**src/rtl/ret_addr_stack_pkg.sv**
```systemverilog
// Shared constants and helpers for the return-address stack.
// Exports: RAS_AW, RAS_DEPTH and cnt_w(), the occupancy counter width.
package ret_addr_stack_pkg;

    localparam int RAS_AW    = 8;
    localparam int RAS_DEPTH = 8;

    // One extra bit so the counter can represent "full" (== DEPTH).
    function automatic int cnt_w(input int depth);
        return $clog2(depth) + 1;
    endfunction

endpackage

```
**src/rtl/ret_addr_stack_if.sv**
```systemverilog
// CALL/RET strobe and status bundle for the return-address stack.
// master: control unit (drives strobes); slave: the stack itself.
interface ret_addr_stack_if
    import ret_addr_stack_pkg::*;
#(
    parameter int AW = RAS_AW,
    parameter int CW = cnt_w(RAS_DEPTH)
);
    logic          push;
    logic          pop;
    logic [AW-1:0] ip_in;
    logic          clear_err;
    logic [AW-1:0] ret_addr;
    logic          ret_valid;
    logic [AW-1:0] top_addr;
    logic [CW-1:0] count;
    logic          full;
    logic          empty;
    logic          overflow;
    logic          underflow;

    modport master (
        output push, pop, ip_in, clear_err,
        input  ret_addr, ret_valid, top_addr, count,
        input  full, empty, overflow, underflow
    );

    modport slave (
        input  push, pop, ip_in, clear_err,
        output ret_addr, ret_valid, top_addr, count,
        output full, empty, overflow, underflow
    );
endinterface

```
**src/rtl/ras_regfile.sv**
```systemverilog
// DEPTH x AW storage: one synchronous write port, one async read port.
// Ports: clk, i_we, i_waddr, i_wdata, i_raddr, o_rdata.
module ras_regfile #(
    parameter int DEPTH = 8,
    parameter int AW    = 8,
    parameter int PW    = $clog2(DEPTH)
) (
    input  logic          clk,
    input  logic          i_we,
    input  logic [PW-1:0] i_waddr,
    input  logic [AW-1:0] i_wdata,
    input  logic [PW-1:0] i_raddr,
    output logic [AW-1:0] o_rdata
);
    logic [AW-1:0] r_mem [DEPTH];

    always_ff @(posedge clk) begin
        if (i_we) begin
            r_mem[i_waddr] <= i_wdata;
        end
    end

    assign o_rdata = r_mem[i_raddr];
endmodule

```
**src/rtl/ret_addr_stack.sv**
```systemverilog
// Return-address LIFO: CALL pushes ip_in+1, RET pops into ret_addr.
// Ports: clk, rst (sync, active-high), bus (ret_addr_stack_if.slave).
module ret_addr_stack
    import ret_addr_stack_pkg::*;
#(
    parameter int DEPTH = RAS_DEPTH,
    parameter int AW    = RAS_AW
) (
    input  logic             clk,
    input  logic             rst,
    ret_addr_stack_if.slave  bus
);
    localparam int CW = cnt_w(DEPTH);
    localparam int PW = $clog2(DEPTH);
    localparam logic [CW-1:0] DEPTH_C = CW'(DEPTH);

    logic [CW-1:0] r_count;
    logic [AW-1:0] r_ret_addr;
    logic          r_ret_valid;
    logic          r_overflow;
    logic          r_underflow;

    logic          w_full;
    logic          w_empty;
    logic          w_do_pop;
    logic          w_we;
    logic          w_of_set;
    logic          w_uf_set;
    logic [PW-1:0] w_rd_idx;
    logic [PW-1:0] w_wr_idx;
    logic [AW-1:0] w_wdata;
    logic [AW-1:0] w_rd_data;

    assign w_full   = (r_count == DEPTH_C);
    assign w_empty  = (r_count == '0);
    assign w_do_pop = bus.pop && !w_empty;

    // A simultaneous accepted pop frees the top slot, so a push
    // is legal even when full; it then overwrites that slot.
    assign w_we     = bus.push && (!w_full || w_do_pop);
    assign w_of_set = bus.push && w_full && !w_do_pop;
    assign w_uf_set = bus.pop && w_empty;

    assign w_rd_idx = PW'(r_count - 1'b1);
    assign w_wr_idx = w_do_pop ? w_rd_idx : PW'(r_count);
    assign w_wdata  = bus.ip_in + AW'(1);

    ras_regfile #(
        .DEPTH (DEPTH),
        .AW    (AW)
    ) u_regfile (
        .clk     (clk),
        .i_we    (w_we),
        .i_waddr (w_wr_idx),
        .i_wdata (w_wdata),
        .i_raddr (w_rd_idx),
        .o_rdata (w_rd_data)
    );

    always_ff @(posedge clk) begin
        if (rst) begin
            r_count     <= '0;
            r_ret_addr  <= '0;
            r_ret_valid <= 1'b0;
            r_overflow  <= 1'b0;
            r_underflow <= 1'b0;
        end else begin
            r_ret_valid <= w_do_pop;
            if (w_do_pop) begin
                r_ret_addr <= w_rd_data;
            end

            if (w_we && !w_do_pop) begin
                r_count <= r_count + 1'b1;
            end else if (w_do_pop && !w_we) begin
                r_count <= r_count - 1'b1;
            end

            // Setting an error wins over a same-cycle clear.
            if (w_of_set) begin
                r_overflow <= 1'b1;
            end else if (bus.clear_err) begin
                r_overflow <= 1'b0;
            end

            if (w_uf_set) begin
                r_underflow <= 1'b1;
            end else if (bus.clear_err) begin
                r_underflow <= 1'b0;
            end
        end
    end

    assign bus.ret_addr  = r_ret_addr;
    assign bus.ret_valid = r_ret_valid;
    assign bus.top_addr  = w_empty ? '0 : w_rd_data;
    assign bus.count     = r_count;
    assign bus.full      = w_full;
    assign bus.empty     = w_empty;
    assign bus.overflow  = r_overflow;
    assign bus.underflow = r_underflow;
endmodule

```
**src/flat_wrapper.sv**
```systemverilog
// flat-port wrapper written by rule: the top's interface ports become plain ports
module ret_addr_stack_flat import ret_addr_stack_pkg::*;
#(
    parameter int DEPTH = RAS_DEPTH,
    parameter int AW    = RAS_AW
)
  (clk, rst, bus_push, bus_pop, bus_ip_in, bus_clear_err, bus_ret_addr, bus_ret_valid, bus_top_addr, bus_count, bus_full, bus_empty, bus_overflow, bus_underflow);
  ret_addr_stack_if #(.AW(AW), .CW(4)) bus_i ();
  input  logic clk;
  input  logic rst;
  input wire logic [$bits(bus_i.push)-1:0] bus_push;
  input wire logic [$bits(bus_i.pop)-1:0] bus_pop;
  input wire logic [$bits(bus_i.ip_in)-1:0] bus_ip_in;
  input wire logic [$bits(bus_i.clear_err)-1:0] bus_clear_err;
  output wire logic [$bits(bus_i.ret_addr)-1:0] bus_ret_addr;
  output wire logic [$bits(bus_i.ret_valid)-1:0] bus_ret_valid;
  output wire logic [$bits(bus_i.top_addr)-1:0] bus_top_addr;
  output wire logic [$bits(bus_i.count)-1:0] bus_count;
  output wire logic [$bits(bus_i.full)-1:0] bus_full;
  output wire logic [$bits(bus_i.empty)-1:0] bus_empty;
  output wire logic [$bits(bus_i.overflow)-1:0] bus_overflow;
  output wire logic [$bits(bus_i.underflow)-1:0] bus_underflow;
  assign bus_i.push = bus_push;
  assign bus_i.pop = bus_pop;
  assign bus_i.ip_in = bus_ip_in;
  assign bus_i.clear_err = bus_clear_err;
  assign bus_ret_addr = bus_i.ret_addr;
  assign bus_ret_valid = bus_i.ret_valid;
  assign bus_top_addr = bus_i.top_addr;
  assign bus_count = bus_i.count;
  assign bus_full = bus_i.full;
  assign bus_empty = bus_i.empty;
  assign bus_overflow = bus_i.overflow;
  assign bus_underflow = bus_i.underflow;
  ret_addr_stack #(.DEPTH(DEPTH), .AW(AW)) u_core (.clk(clk), .rst(rst), .bus(bus_i));
endmodule
```
**config.mk**
```make
export PLATFORM = sky130hd
export DESIGN_NAME = ret_addr_stack_flat
export DESIGN_NICKNAME = d
export VERILOG_FILES = /design/src/rtl/ret_addr_stack_pkg.sv /design/src/rtl/ret_addr_stack_if.sv /design/src/rtl/ras_regfile.sv /design/src/rtl/ret_addr_stack.sv /design/src/flat_wrapper.sv
export SDC_FILE = /design/constraint.sdc
export NUM_CORES = 1
export LEC_CHECK = 0
export ABC_CLOCK_PERIOD_IN_PS = 3200
export BUFFER_PORTS_ARGS = -buffer_cell sky130_fd_sc_hd__buf_2
export CELL_PAD_IN_SITES_DETAIL_PLACEMENT = 1
export CELL_PAD_IN_SITES_GLOBAL_PLACEMENT = 2
export CORE_MARGIN = 2
export CORE_UTILIZATION = 35
export DETAILED_ROUTE_END_ITERATION = 8
export MAX_ROUTING_LAYER = met4
export PLACE_DENSITY_LB_ADDON = 0.1
export SLEW_MARGIN = 10
export SYNTH_ARGS = -nofsm -noshare
export SYNTH_HDL_FRONTEND = slang
export SYNTH_HIERARCHICAL = 1
export SYNTH_SLANG_ARGS = --single-unit
```
**constraint.sdc**
```tcl
create_clock -name clk -period 3.2 [get_ports clk]
set_input_delay 0 -clock clk [delete_from_list [all_inputs] [get_ports clk]]
set_output_delay 0 -clock clk [all_outputs]
set_load 0.005 [all_outputs]
```
==> results.yml <==
finish:
  nets: 280
  diodes: 0
  layout.cells.non_filler: 401
  syn2layout_area_growth_pct: 16.0
  fin_area_um2: 4010
  drive_gt1_frac: 0.302
  seq_area_um2: 2220
  multi_input_area_um2: 1100
  fillers: 995
logic_synthesis:
  seq_area_frac_synth: 0.643
  ys_seq_elements: 79
  synth-compound-area-share: 0.0446
  yosysTopAreaCellShare: 0.557
  synth-xor-area-share: 0.0254
  async_reset_ff_frac: 0
  synth_edf_count: 64
  ys_types: 37
  synth_top_family_by_area: "multiplexers"
  postSynthNetCount: 231
  synth_top_area_cell: "edfxtp_1"
  synth-main-ff-cell: "edfxtp_1"
  synth_cells: 214
  ys_warn_count: 6
  syn_area_per_cell_um2: 16.1
  synthSimpleGateAreaFrac: 0.0797
  netlist_area_um2: 3450
  synthMuxAreaShare: 0.156
  synthTopCellsByArea: "edfxtp_1, mux4_1, dfxtp_1"
  synth_fa_ha_area_frac: 0.0145
global_route:
  grt_usage: 0.138
  first_global_vias: 1881
  grt_pass1_wl_um: 10400
  antenna_found_initial: 0
  grt_overflow_total: 0
  grt_max_degree: 18
timing:
  fmaxAchievable_mhz: 377
  tightestPinTransition_ns: 0.705
  tns_ns: 0
  whs_ns: 0.0309
  drv_slew: 0
  rsz0062_at_grt: "no"
  worst_slack_ns: 0.545
  post-route-period-util: 0.830
  hold_violations: 0
  setup_viol: 0
  fin_skew_ns: 0.00859
  slew_headroom: 0.525
  period_minus_slack_ns: 2.65
outcome:
  status: "complete, no violations"
setup_path:
  cp-end-kind: "register"
  worstPathRequired_ns: 3.25
  start_kind: "register"
  worstSetupPathType: "register to register"
  cp_max_fo: 17
  worstPathArrival_ns: 2.71
route:
  ant_nets: 0
  drc: 0
  drt_wl_total_um: 6560
  dr.pass1.iters: 6
  vias: 1927
  wl_per_cell_um: 16.4
  vias_per_cell: 4.81
  drt_iter0_drc: 62
placed_design:
  dpl_worst_slack_ns: 0.585
  dp.cells: 384
  place.port_buffers: 37
  dp_hpwl_um: 4750
  place_area_um2: 3790
  gp_congestion: 0.723
pwr:
  leakagePower_nw: 1.48
  irDropWorstVdd_v: 0.000243
  p_per_area_nw_per_um2: 931
floorplanning:
  rows: 36
  start_util: 0.357
  fp.dieArea_um2: 10700
  die_height_um: 103
  coreArea_um2: 9680
  die_x_um: 103
  pin_count: 38
clocking:
  cts_tree: "yes"
  cts_buffers: 9
  cts-resized-gates: 0
  ctsHtreeMaxLevel: 3
  clkSlewWorstSetupHoldPaths_ns: 0.08
  cts_sinks: 79
  root_buffer: "clkbuf_8"
  clock_path_buffers: 2
  clk_latency_ns: 0.34
job:
  drv_cap: 0
hold_path:
  min_path_type: "primary input to register"
## flip-flops by register name (all words and copies together) (netlist names)
signal                  count
u_core/bus.ret_addr         8
u_core/bus.count            4
u_core/bus.underflow        1
u_core/bus.ret_valid        1
u_core/bus.overflow         1
u_core/u_regfile/r_mem     64
## placed cells by master, fill, tap and decap left out, types with 6 or more instances in the layout
cell / n
a21oi_1: 7
and2_1: 8
buf_2: 37
buf_4: 11
clkbuf_8: 9
dfxtp_1: 15
edfxtp_1: 64
mux2_2: 8
mux4_1: 15
nand3_1: 10
nor2_1: 12
o21ai_1: 7
xnor2_1: 6
## path summary, 6_finish.rpt
check | start | endpoint | slack (ns) | depth (start not counted)
worst max-delay path | u_core/bus.count[0] | u_core/u_regfile/r_mem[5][2] | 0.55 | 10
worst min-delay path | rst | u_core/bus.count[0] | 0.03 | 2
worst max register to register | u_core/bus.count[0] | u_core/u_regfile/r_mem[5][2] | 0.55 | 10
worst min register to register | u_core/bus.overflow | u_core/bus.overflow | 0.48 | 2
## repair_timing
item                      CTS  global route
hold buffers                1             0
setup buffers               0             0
hold endpoints to repair    2             0
## report_power, final
| part | internal, mW | leakage, nW | switching, mW | total [mW] |
|---|---|---|---|---|
| clock network | 0.376 | 0.103 | 0.395 | 0.770 |
| logic | 0.733 | 0.673 | 0.780 | 1.51 |
| registers | 1.36 | 0.704 | 0.0884 | 1.45 |
| total | 2.47 | 1.48 | 1.26 | 3.73 |
## layout make-up
class / count / share of cell area
Inverter: 6 / 0.00687
Tap cell: 133 / 0.0415
Sequential cell: 79 / 0.555
Clock buffer: 9 / 0.0309
Timing Repair Buffer: 49 / 0.0693
Clock inverter: 7 / 0.0209
Multi-Input combinational cell: 118 / 0.276
## worst max-delay path: stages, from the launching register on
cell and delay (ns):
dfxtp_1 0.47, inv_1 0.11, ha_1 0.29, or3b_1 0.21, buf_4 0.21, inv_6 0.08
o21ai_0 0.14, o21ai_0 0.28, nand2b_1 0.26, nor2_1 0.10, buf_4 0.19
## cells by family after synthesis
logic type | Yosys count
flops | 79
simple gates | 51
mux | 27
compound gates | 26
buf+inv | 17
xor+xnor | 10
fa+ha+maj | 4
## per-stage QoR
stage / total power [mW] / utilization
after floorplan: 2.57 / -
after global placement: 3.00 / 0.391
final: 3.73 / 0.414
after detailed placement: 3.01 / 0.391
after CTS: 3.79 / 0.414
after global routing: 3.99 / 0.414
## Yosys cell counts (5+ instances only)
master     n
edfxtp_1  64
dfxtp_1   15
mux4_1    15
nor2_1    12
nand3_1   10
and2_1     8
mux2_2     8
a21oi_1    7
o21ai_1    7
xnor2_1    6
a21oi_2    5
inv_1      5
nand2_1    5
## routing by layer
layer / GRT usage / vias up / part of all wire
met5: - / - / 0
met4: 0.0577 / 0 / 0.014
met3: 0.0289 / 11 / 0.046
met2: 0.212 / 52 / 0.47
met1: 0.179 / 936 / 0.47
li1: - / 928 / -
(Power assumes the default switching activity.)
